File: src/rtl/alu_daa.sv
`default_nettype none
// ============================================================================
// Module   : alu_daa
// Function : Two-stage 6502 ALU: binary adder hold register, then BCD adjust.
// Revision : 1.0
// ============================================================================
module alu_daa (
    input  logic       CLK,
    input  logic       RST_N,
    input  logic       START,
    input  logic       STALL,
    input  logic [7:0] A_DATA,
    input  logic [7:0] B_DATA,
    input  logic [2:0] OP,
    input  logic       CIN,
    input  logic       DECIMAL,
    output logic [7:0] ADD_OUT,
    output logic [7:0] DAA_OUT,
    output logic       VALID,
    output logic       COUT,
    output logic       VOUT,
    output logic       NOUT,
    output logic       ZOUT
);

    localparam logic [2:0] OP_ADD = 3'b000;
    localparam logic [2:0] OP_SUB = 3'b001;
    localparam logic [2:0] OP_AND = 3'b010;
    localparam logic [2:0] OP_OR  = 3'b011;
    localparam logic [2:0] OP_EOR = 3'b100;
    localparam logic [2:0] OP_SR  = 3'b101;

    localparam logic [1:0] CLS_OTHER = 2'd0;
    localparam logic [1:0] CLS_ADD   = 2'd1;
    localparam logic [1:0] CLS_SUB   = 2'd2;

    // Stage-1 state
    logic [7:0] add_q, add_d;
    logic       c1_q, c1_d;
    logic       vf1_q, vf1_d;
    logic       hc1_q, hc1_d;
    logic [1:0] cls1_q, cls1_d;
    logic       dec1_q, dec1_d;
    logic       v1_q, v1_d;

    // Stage-2 state
    logic [7:0] daa_q, daa_d;
    logic       cout_q, cout_d;
    logic       vout_q, vout_d;
    logic       nout_q, nout_d;
    logic       zout_q, zout_d;
    logic       v2_q, v2_d;

    logic [7:0] bx;
    logic [8:0] sum9;
    logic       hc;
    logic       add_gt99;
    logic [7:0] corr_lo;
    logic [7:0] corr_hi;

    // Half carry recovered from the full sum: bit-4 sum = A4 ^ B4 ^ carry-in-to-4
    always_comb begin
        bx   = (OP == OP_SUB) ? ~B_DATA : B_DATA;
        sum9 = {1'b0, A_DATA} + {1'b0, bx} + {8'd0, CIN};
        hc   = sum9[4] ^ A_DATA[4] ^ bx[4];
    end

    always_comb begin
        add_d  = add_q;
        c1_d   = c1_q;
        vf1_d  = vf1_q;
        hc1_d  = hc1_q;
        cls1_d = cls1_q;
        dec1_d = dec1_q;
        v1_d   = v1_q;
        if (!STALL) begin
            v1_d = START;
            if (START) begin
                dec1_d = DECIMAL;
                hc1_d  = 1'b0;
                vf1_d  = 1'b0;
                c1_d   = CIN;
                cls1_d = CLS_OTHER;
                case (OP)
                    OP_ADD, OP_SUB: begin
                        add_d  = sum9[7:0];
                        c1_d   = sum9[8];
                        hc1_d  = hc;
                        vf1_d  = (A_DATA[7] == bx[7]) && (sum9[7] != A_DATA[7]);
                        cls1_d = (OP == OP_SUB) ? CLS_SUB : CLS_ADD;
                    end
                    OP_AND:  add_d = A_DATA & B_DATA;
                    OP_OR:   add_d = A_DATA | B_DATA;
                    OP_EOR:  add_d = A_DATA ^ B_DATA;
                    OP_SR: begin
                        add_d = {CIN, A_DATA[7:1]};
                        c1_d  = A_DATA[0];
                    end
                    default: add_d = A_DATA;
                endcase
            end
        end
    end

    // Decimal correction terms; subtraction subtracts 6/0x60 via FA/A0 mod 256
    always_comb begin
        add_gt99 = (add_q > 8'h99);
        corr_lo  = 8'h00;
        corr_hi  = 8'h00;
        if (dec1_q && (cls1_q == CLS_ADD)) begin
            corr_lo = (hc1_q || (add_q[3:0] > 4'd9)) ? 8'h06 : 8'h00;
            corr_hi = (c1_q || add_gt99) ? 8'h60 : 8'h00;
        end else if (dec1_q && (cls1_q == CLS_SUB)) begin
            corr_lo = hc1_q ? 8'h00 : 8'hFA;
            corr_hi = c1_q  ? 8'h00 : 8'hA0;
        end
    end

    always_comb begin
        daa_d  = daa_q;
        cout_d = cout_q;
        vout_d = vout_q;
        nout_d = nout_q;
        zout_d = zout_q;
        v2_d   = v2_q;
        if (!STALL) begin
            v2_d = v1_q;
            if (v1_q) begin
                daa_d  = add_q + corr_lo + corr_hi;
                cout_d = (dec1_q && (cls1_q == CLS_ADD)) ? (c1_q || add_gt99) : c1_q;
                vout_d = vf1_q;
                nout_d = add_q[7];
                zout_d = (add_q == 8'h00);
            end
        end
    end

    always_ff @(posedge CLK or negedge RST_N) begin
        if (!RST_N) begin
            add_q  <= 8'h00;
            c1_q   <= 1'b0;
            vf1_q  <= 1'b0;
            hc1_q  <= 1'b0;
            cls1_q <= CLS_OTHER;
            dec1_q <= 1'b0;
            v1_q   <= 1'b0;
            daa_q  <= 8'h00;
            cout_q <= 1'b0;
            vout_q <= 1'b0;
            nout_q <= 1'b0;
            zout_q <= 1'b0;
            v2_q   <= 1'b0;
        end else begin
            add_q  <= add_d;
            c1_q   <= c1_d;
            vf1_q  <= vf1_d;
            hc1_q  <= hc1_d;
            cls1_q <= cls1_d;
            dec1_q <= dec1_d;
            v1_q   <= v1_d;
            daa_q  <= daa_d;
            cout_q <= cout_d;
            vout_q <= vout_d;
            nout_q <= nout_d;
            zout_q <= zout_d;
            v2_q   <= v2_d;
        end
    end

    assign ADD_OUT = add_q;
    assign DAA_OUT = daa_q;
    assign COUT    = cout_q;
    assign VOUT    = vout_q;
    assign NOUT    = nout_q;
    assign ZOUT    = zout_q;
    assign VALID   = v2_q && !STALL;

endmodule
`default_nettype wire

File: config.mk
export PLATFORM = sky130hd
export DESIGN_NAME = alu_daa
export DESIGN_NICKNAME = d
export VERILOG_FILES = /design/src/rtl/alu_daa.sv
export SDC_FILE = /design/constraint.sdc
export NUM_CORES = 1
export LEC_CHECK = 0
export CELL_PAD_IN_SITES_DETAIL_PLACEMENT = 1
export CELL_PAD_IN_SITES_GLOBAL_PLACEMENT = 1
export CORE_MARGIN = 3
export CORE_UTILIZATION = 41
export CTS_CLUSTER_DIAMETER = 40
export DETAILED_ROUTE_END_ITERATION = 16
export GPL_TIMING_DRIVEN = 0
export HOLD_SLACK_MARGIN = 0.03
export PLACE_DENSITY_LB_ADDON = 0.1
export SETUP_SLACK_MARGIN = 0.02
export SYNTH_ARGS = -nofsm -noshare
export SYNTH_HDL_FRONTEND = slang
export SYNTH_SLANG_ARGS = --single-unit
export TNS_END_PERCENT = 10
File: constraint.sdc
create_clock -name CLK -period 2.91 [get_ports CLK]
set_input_delay 0.7275 -clock CLK [delete_from_list [all_inputs] [get_ports CLK]]
set_output_delay 0.7275 -clock CLK [all_outputs]
set_load 0.01 [all_outputs]
==> results.cfg, run 1 <==
[place]
gp_congestion = 0.834
dpl_worst_slack_ps = -382
io_buffers = 42
dp_hpwl_um = 5700

[power_and_ir_drop]
clockPowerShare_pct = 15.0
pwr-share-seq_pct = 38.5
switching_share_pct = 35.7
p_per_area_mw_per_mm2 = 432
p_int_w = 0.000905
share_comb_of_total_power_pct = 46.4
p_leak_nw = 1.48
power.net_switching_w = 0.000503
ir_drop_v = 0.000291

[clock_tree]
path_clk_slew_ps = 90
clock-root-buffer = clkbuf_8
htree_levels = 1
cts_buffers = 3
ctsLongestPathBuffers = 2
cts_tree = done
clkSinkCount = 28
cts_hold_buf = 0
clock_latency_ps = 270

[synth]
synth_seq_area_share_pct = 26.5
async_flop_share_pct = 100
synthSimpleGateAreaFrac_pct = 14.0
synthXorXnorAreaFrac_pct = 6.81
ys_ff_latch = 28
synth_top_family_by_area = compound AO/OA/AOI/OAI gates
synth_compound_area_share_pct = 19.3
syn_inst = 298
syn_avg_cell_area_um2 = 8.88
synth_top_area_share_pct = 26.5
synthAdderAreaFrac_pct = 18.9
syn_nets = 360
yosys_warnings = 0
synth_edf_count = 0
synth_top_area_cell = dfrtp_1
netlist_area_mm2 = 0.00265
ys.flop_type = dfrtp_1
yosysUniqueCellTypes = 51
synthMuxAreaShare_pct = 7.57
synthTopCellsByArea = dfrtp_1 (26%), ha_1 (15%), o21ai_0 (6.1%), nand2_1 (5.1%), xnor2_1 (4.6%)

[grt]
grt_pass1_wl_um = 11300
grt_pass1_vias = 2319
grt_max_degree = 29
track_usage_pct = 19.0
grt_overflow_total = 0
antenna_found_initial = 0

[worst_setup_path]
crit_top_cell = buf_6
critPathKind = primary input to flip-flop
crit_path_start_kind = primary input
slowest_delay_ps = 360
worstPathCellList = buf_6 -> inv_2 -> nor3_4 -> buf_6 -> buf_4 -> xnor2_1 -> ha_1 -> and2_1 -> a311oi_2 -> a21o_1 -> a21oi_1 -> o41ai_2
endpoint_kind = flip-flop
cp_max_fo = 7
critPathSlowestCell = a311oi_2
crit_required_ps = 3070
cp.arrival_ps = 2970
reg2reg_slack_ps = 190

[die]
fp.dieArea_mm2 = 0.00745
fp.dieW_um = 86.3
placementRows = 28
die_height_um = 86.3
fp.coreArea_mm2 = 0.00610
pin_count = 46
start_util_pct = 43.4

[layout]
num_antenna_cells = 0
fin_nets = 409
filler_cell_count = 714
syn_to_final_growth_pct = 23.3
drive_gt1_share_pct = 12.8

[sta]
fmax_ghz = 0.356
setup_slack_ps = 103
setup_viol = 0
maxSlewHeadroom_pct = 58.9
holdWs_ps = 458
rsz0062_at_grt = true
drv_slew = 0
post-route-min-period_ps = 2810
finalHoldViolCount = 0
fin_crit_sh_pct = 96.5
max_slew.worst_pin.slew_ps = 616
fin_worst_skew_ps = 2.34

[drt]
first_pass_iters = 4
initialDrtViolationCount = 64
drc = 0
avgViaCountPerCell = 5.56
routedWlPerCell_um = 16.6
routed_wl_um = 6990
vias = 2335
route.antenna.remaining_nets = 0

[run_status]
status = finished, final reports clean

[flow_run]
drv_cap = 0

[worst_hold_path]
min_path_type = primary input to asynchronous set/reset pin
==> cell type report <==
class,count,area (um^2),area share [%]
multi-input cells,226,1800,55.2
flip-flops and latches,28,706,21.6
repair buffers,44,429,13.2
inverters,31,116,3.57
well taps,75,93.8,2.88
plain buffers,13,75.1,2.30
clock buffers,3,41.3,1.27
==> metrics by stage <==
stage | area, um^2 | util, % | TNS [ps] | std cells | power [W]
final | 3260 | 53.5 | 0 | 420 | 0.00141
after global routing | 3260 | 53.5 | -68.8 | 420 | 0.00151
after floorplan | 2670 | - | -23.8 | 298 | 0.000910
after CTS | 3240 | 53.2 | 0 | 420 | 0.00142
after global placement | 3190 | 52.3 | -1280 | 415 | 0.00118
after detailed placement | 3190 | 52.3 | -1710 | 415 | 0.00120
==> cell usage in the layout (no fill, tap or decap), types with 5 or more instances in the layout <==
cell type         n
nand3_1           5
mux2i_1           5
inv_1            30
xnor2_1          13
nor2_1           10
nand2b_1          5
nand2_1          36
mux2_2            6
clkdlybuf4s50_1  40
ha_1             32
o21ai_1           5
a21oi_1          11
clkbuf_1          5
o21ai_0          30
dfrtp_1          24
==> path summary, 6_finish.rpt <==
kind,start,to,cells after the start
setup / recovery,OP[0],vf1_q,12
hold / removal,RST_N,DAA_OUT[3],1
setup reg to reg,ADD_OUT[6],DAA_OUT[7],12
hold reg to reg,v2_q,v2_q,2
max in group asynchronous,RST_N,ADD_OUT[4],1
min in group CLK,v2_q,v2_q,2
==> power groups by stage <==
stage | combinational, W | clock [W] | sequential (W)
final | 0.000654 | 0.000211 | 0.000542
after global routing | 0.000727 | 0.000230 | 0.000555
after CTS | 0.000656 | 0.000221 | 0.000542
after detailed placement | 0.000652 | 0 | 0.000551
after global placement | 0.000632 | 0 | 0.000546
after floorplan | 0.000344 | 0 | 0.000566
==> Yosys cell counts (all sizes together), types with 2 or more instances <==
cell type,number
nand2,36
o21ai,35
ha,32
inv,31
dfrtp,28
xnor2,14
a21oi,12
nor2,11
buf,8
mux2,7
clkbuf,5
fa,5
mux2i,5
nand2b,5
nand3,5
a21o,4
a31oi,4
nor2b,4
nor3,4
o22ai,4
xor2,4
a211oi,3
mux4,3
o2111ai,3
o211ai,3
o21a,3
nand3b,2
nor4,2
o41ai,2
or3,2
==> logic make-up (layout without fill, tap and decap cells) <==
family | after synthesis | after routing
xor+xnor | 19 | 19
mux | 15 | 15
buf+inv | 44 | 91
compound gates | 79 | 79
fa+ha+maj | 37 | 37
simple gates | 76 | 76
flops | 28 | 28
==> layer usage <==
metal | vias up | track usage, % | wire length (um)
met3 | 8 | 1.05 | 281
met5 | - | 0 | 0
met1 | 1130 | 23.1 | 2900
met4 | 0 | 4.67 | 68
li1 | 1133 | - | -
met2 | 64 | 36.3 | 3740
==> critical path: cells and delay by family <==
family                     cells  cell delay, ps
adders and majority gates      1             330
buffers and inverters          4             480
xor gates and xnor gates       1             130
AOI/OAI and AO/OA              4             870
and+or+nand+nor                2             420
==> repair_timing <==
action                                  4_1_cts  5_1_grt
pin swaps                                     0        2
cloned                                        0        0
gates resized for setup                       2       10
setup buffers                                 2        0
endpoints found under the setup margin        2        6
Note: power is estimated with default switching activity, not from simulation.
==> inputs of run 2 (changes only) <==
- CELL_PAD_IN_SITES_DETAIL_PLACEMENT: 1 -> not set
- CELL_PAD_IN_SITES_GLOBAL_PLACEMENT: 1 -> not set
- CORE_UTILIZATION: 41 -> 54
- PLACE_DENSITY: not set -> 0.81
- PLACE_DENSITY_LB_ADDON: 0.1 -> not set
- SKIP_CTS_REPAIR_TIMING: not set -> 1
==> results.cfg, run 2 (same netlist as run 1, synthesis figures left out) <==
[sta]
fin_worst_skew_ps = 3.35
setup_total_negative_slack_ps = 0
setup_slack_ps = 100
finalHoldViolCount = 0
fmax_ghz = 0.356
drv_slew = 0
maxSlewHeadroom_pct = 59.9
fin_crit_sh_pct = 96.6
holdWs_ps = 450
setup_viol = 0
max_slew.worst_pin.slew_ps = 601
rsz0062_at_grt = true
post-route-min-period_ps = 2810

[layout]
mostFrequentLayoutCells = clkdlybuf4s50_1 (40), nand2_1 (36), ha_1 (32), inv_1 (30), o21ai_0 (30)
multiInputGateArea_mm2 = 0.00179
syn_to_final_growth_pct = 23.6
fin_nets = 410
num_antenna_cells = 0
post-route-util_pct = 72.1
register_area_um2 = 706
filler_cell_count = 368
layout_commonest_cell = clkdlybuf4s50_1
drive_gt1_share_pct = 13.3

[grt]
grt_max_degree = 29
grt_overflow_total = 0
antenna_found_initial = 0
grt_pass1_wl_um = 9830
track_usage_pct = 20.2
grt_pass1_vias = 2193

[worst_setup_path]
endpoint_kind = flip-flop
crit_path_start_kind = primary input
rr_endpoint = DAA_OUT[7]
r2r_cells = 12
critPathKind = primary input to flip-flop
cp_max_fo = 7
reg2reg_slack_ps = 320
rr_startpoint = ADD_OUT[2]
crit_required_ps = 3050
cp.arrival_ps = 2950

[die]
die_height_um = 76.0
fp.dieW_um = 76.0
fp.dieArea_mm2 = 0.00577
pin_count = 46
start_util_pct = 58.3
placementRows = 24
fp.coreArea_mm2 = 0.00453

[clock_tree]
ctsLongestPathBuffers = 2
cts_tree = done
clock-root-buffer = clkbuf_8
clkSinkCount = 28
htree_levels = 1
path_clk_slew_ps = 90
clock_latency_ps = 270
cts_buffers = 3

[drt]
first_pass_iters = 4
routed_wl_um = 5890
initialDrtViolationCount = 130
avgViaCountPerCell = 5.54
drc = 0
route.antenna.remaining_nets = 0
routedWlPerCell_um = 14.3
vias = 2281

[place]
dpl_worst_slack_ps = -315
dp_hpwl_um = 4690
gp_congestion = 0.885
io_buffers = 42

[power_and_ir_drop]
p_per_area_mw_per_mm2 = 437
ir_drop_v = 0.000220
p_leak_nw = 1.50

[run_status]
status = finished, final reports clean

[flow_run]
drv_cap = 0

[worst_hold_path]
min_path_type = primary input to asynchronous set/reset pin
[run 2: how the worst max path moves through the flow]
| stage | to | startpoint | slack, ps | depth (start not counted) |
|---|---|---|---|---|
| global placement | ADD_OUT[6] | B_DATA[0] | -280 | 9 |
| finish | ADD_OUT[6] | OP[0] | 100 | 12 |
| CTS | ADD_OUT[6] | OP[0] | -30 | 12 |
| detailed placement | ADD_OUT[6] | OP[0] | -320 | 12 |
| global route | ADD_OUT[6] | OP[0] | -40 | 12 |
| floorplan | ADD_OUT[6] | OP[0] | -20 | 12 |
[run 2: where the power goes]
part	leakage, nW	switching [W]	internal (W)
Sequential	0.344	0.0000722	0.000471
Clock	0.0288	0.000118	0.000121
Combinational	1.13	0.000303	0.000343
Total	1.50	0.000493	0.000935
[run 2: through the flow]
step / cell area [um^2] / std cells / total power, W
final: 3270 / 412 / 0.00143
after detailed placement: 3170 / 405 / 0.00119
after floorplan: 2670 / 298 / 0.000910
after global routing: 3270 / 412 / 0.00153
after global placement: 3170 / 405 / 0.00116
after CTS: 3230 / 409 / 0.00143
[run 2: metal layers]
| metal | routed length, um | vias to the layer above | track usage, % |
|---|---|---|---|
| li1 | - | 1138 | - |
| met1 | 2440 | 1077 | 23.8 |
| met2 | 3150 | 56 | 39.1 |
| met3 | 216 | 10 | 1.77 |
| met4 | 85 | 0 | 5.07 |
| met5 | 0 | - | 0 |
[run 2: worst max-delay path, stage by stage]
cell and delay [ps]:
buf_6 110, inv_2 80, nor3_2 230, buf_6 150
xnor2_2 70, fa_2 410, fa_2 400, nor2b_4 140
o2111ai_2 150, and4b_1 230, o21ai_1 150, a31oi_1 100
[run 2: area by class of cell]
cell class	count	share of cell area [%]
multi-input cells	226	54.9
flip-flops and latches	28	21.6
repair buffers	45	13.5
inverters	31	3.56
well taps	65	2.49
plain buffers	13	2.30
clock buffers	4	1.68
==> inputs of run 3 (changes only) <==
- CTS_CLUSTER_SIZE: not set -> 40
==> results of run 3 <==
Same layout as run 2: the final DEF is identical, and so are final timing and power.
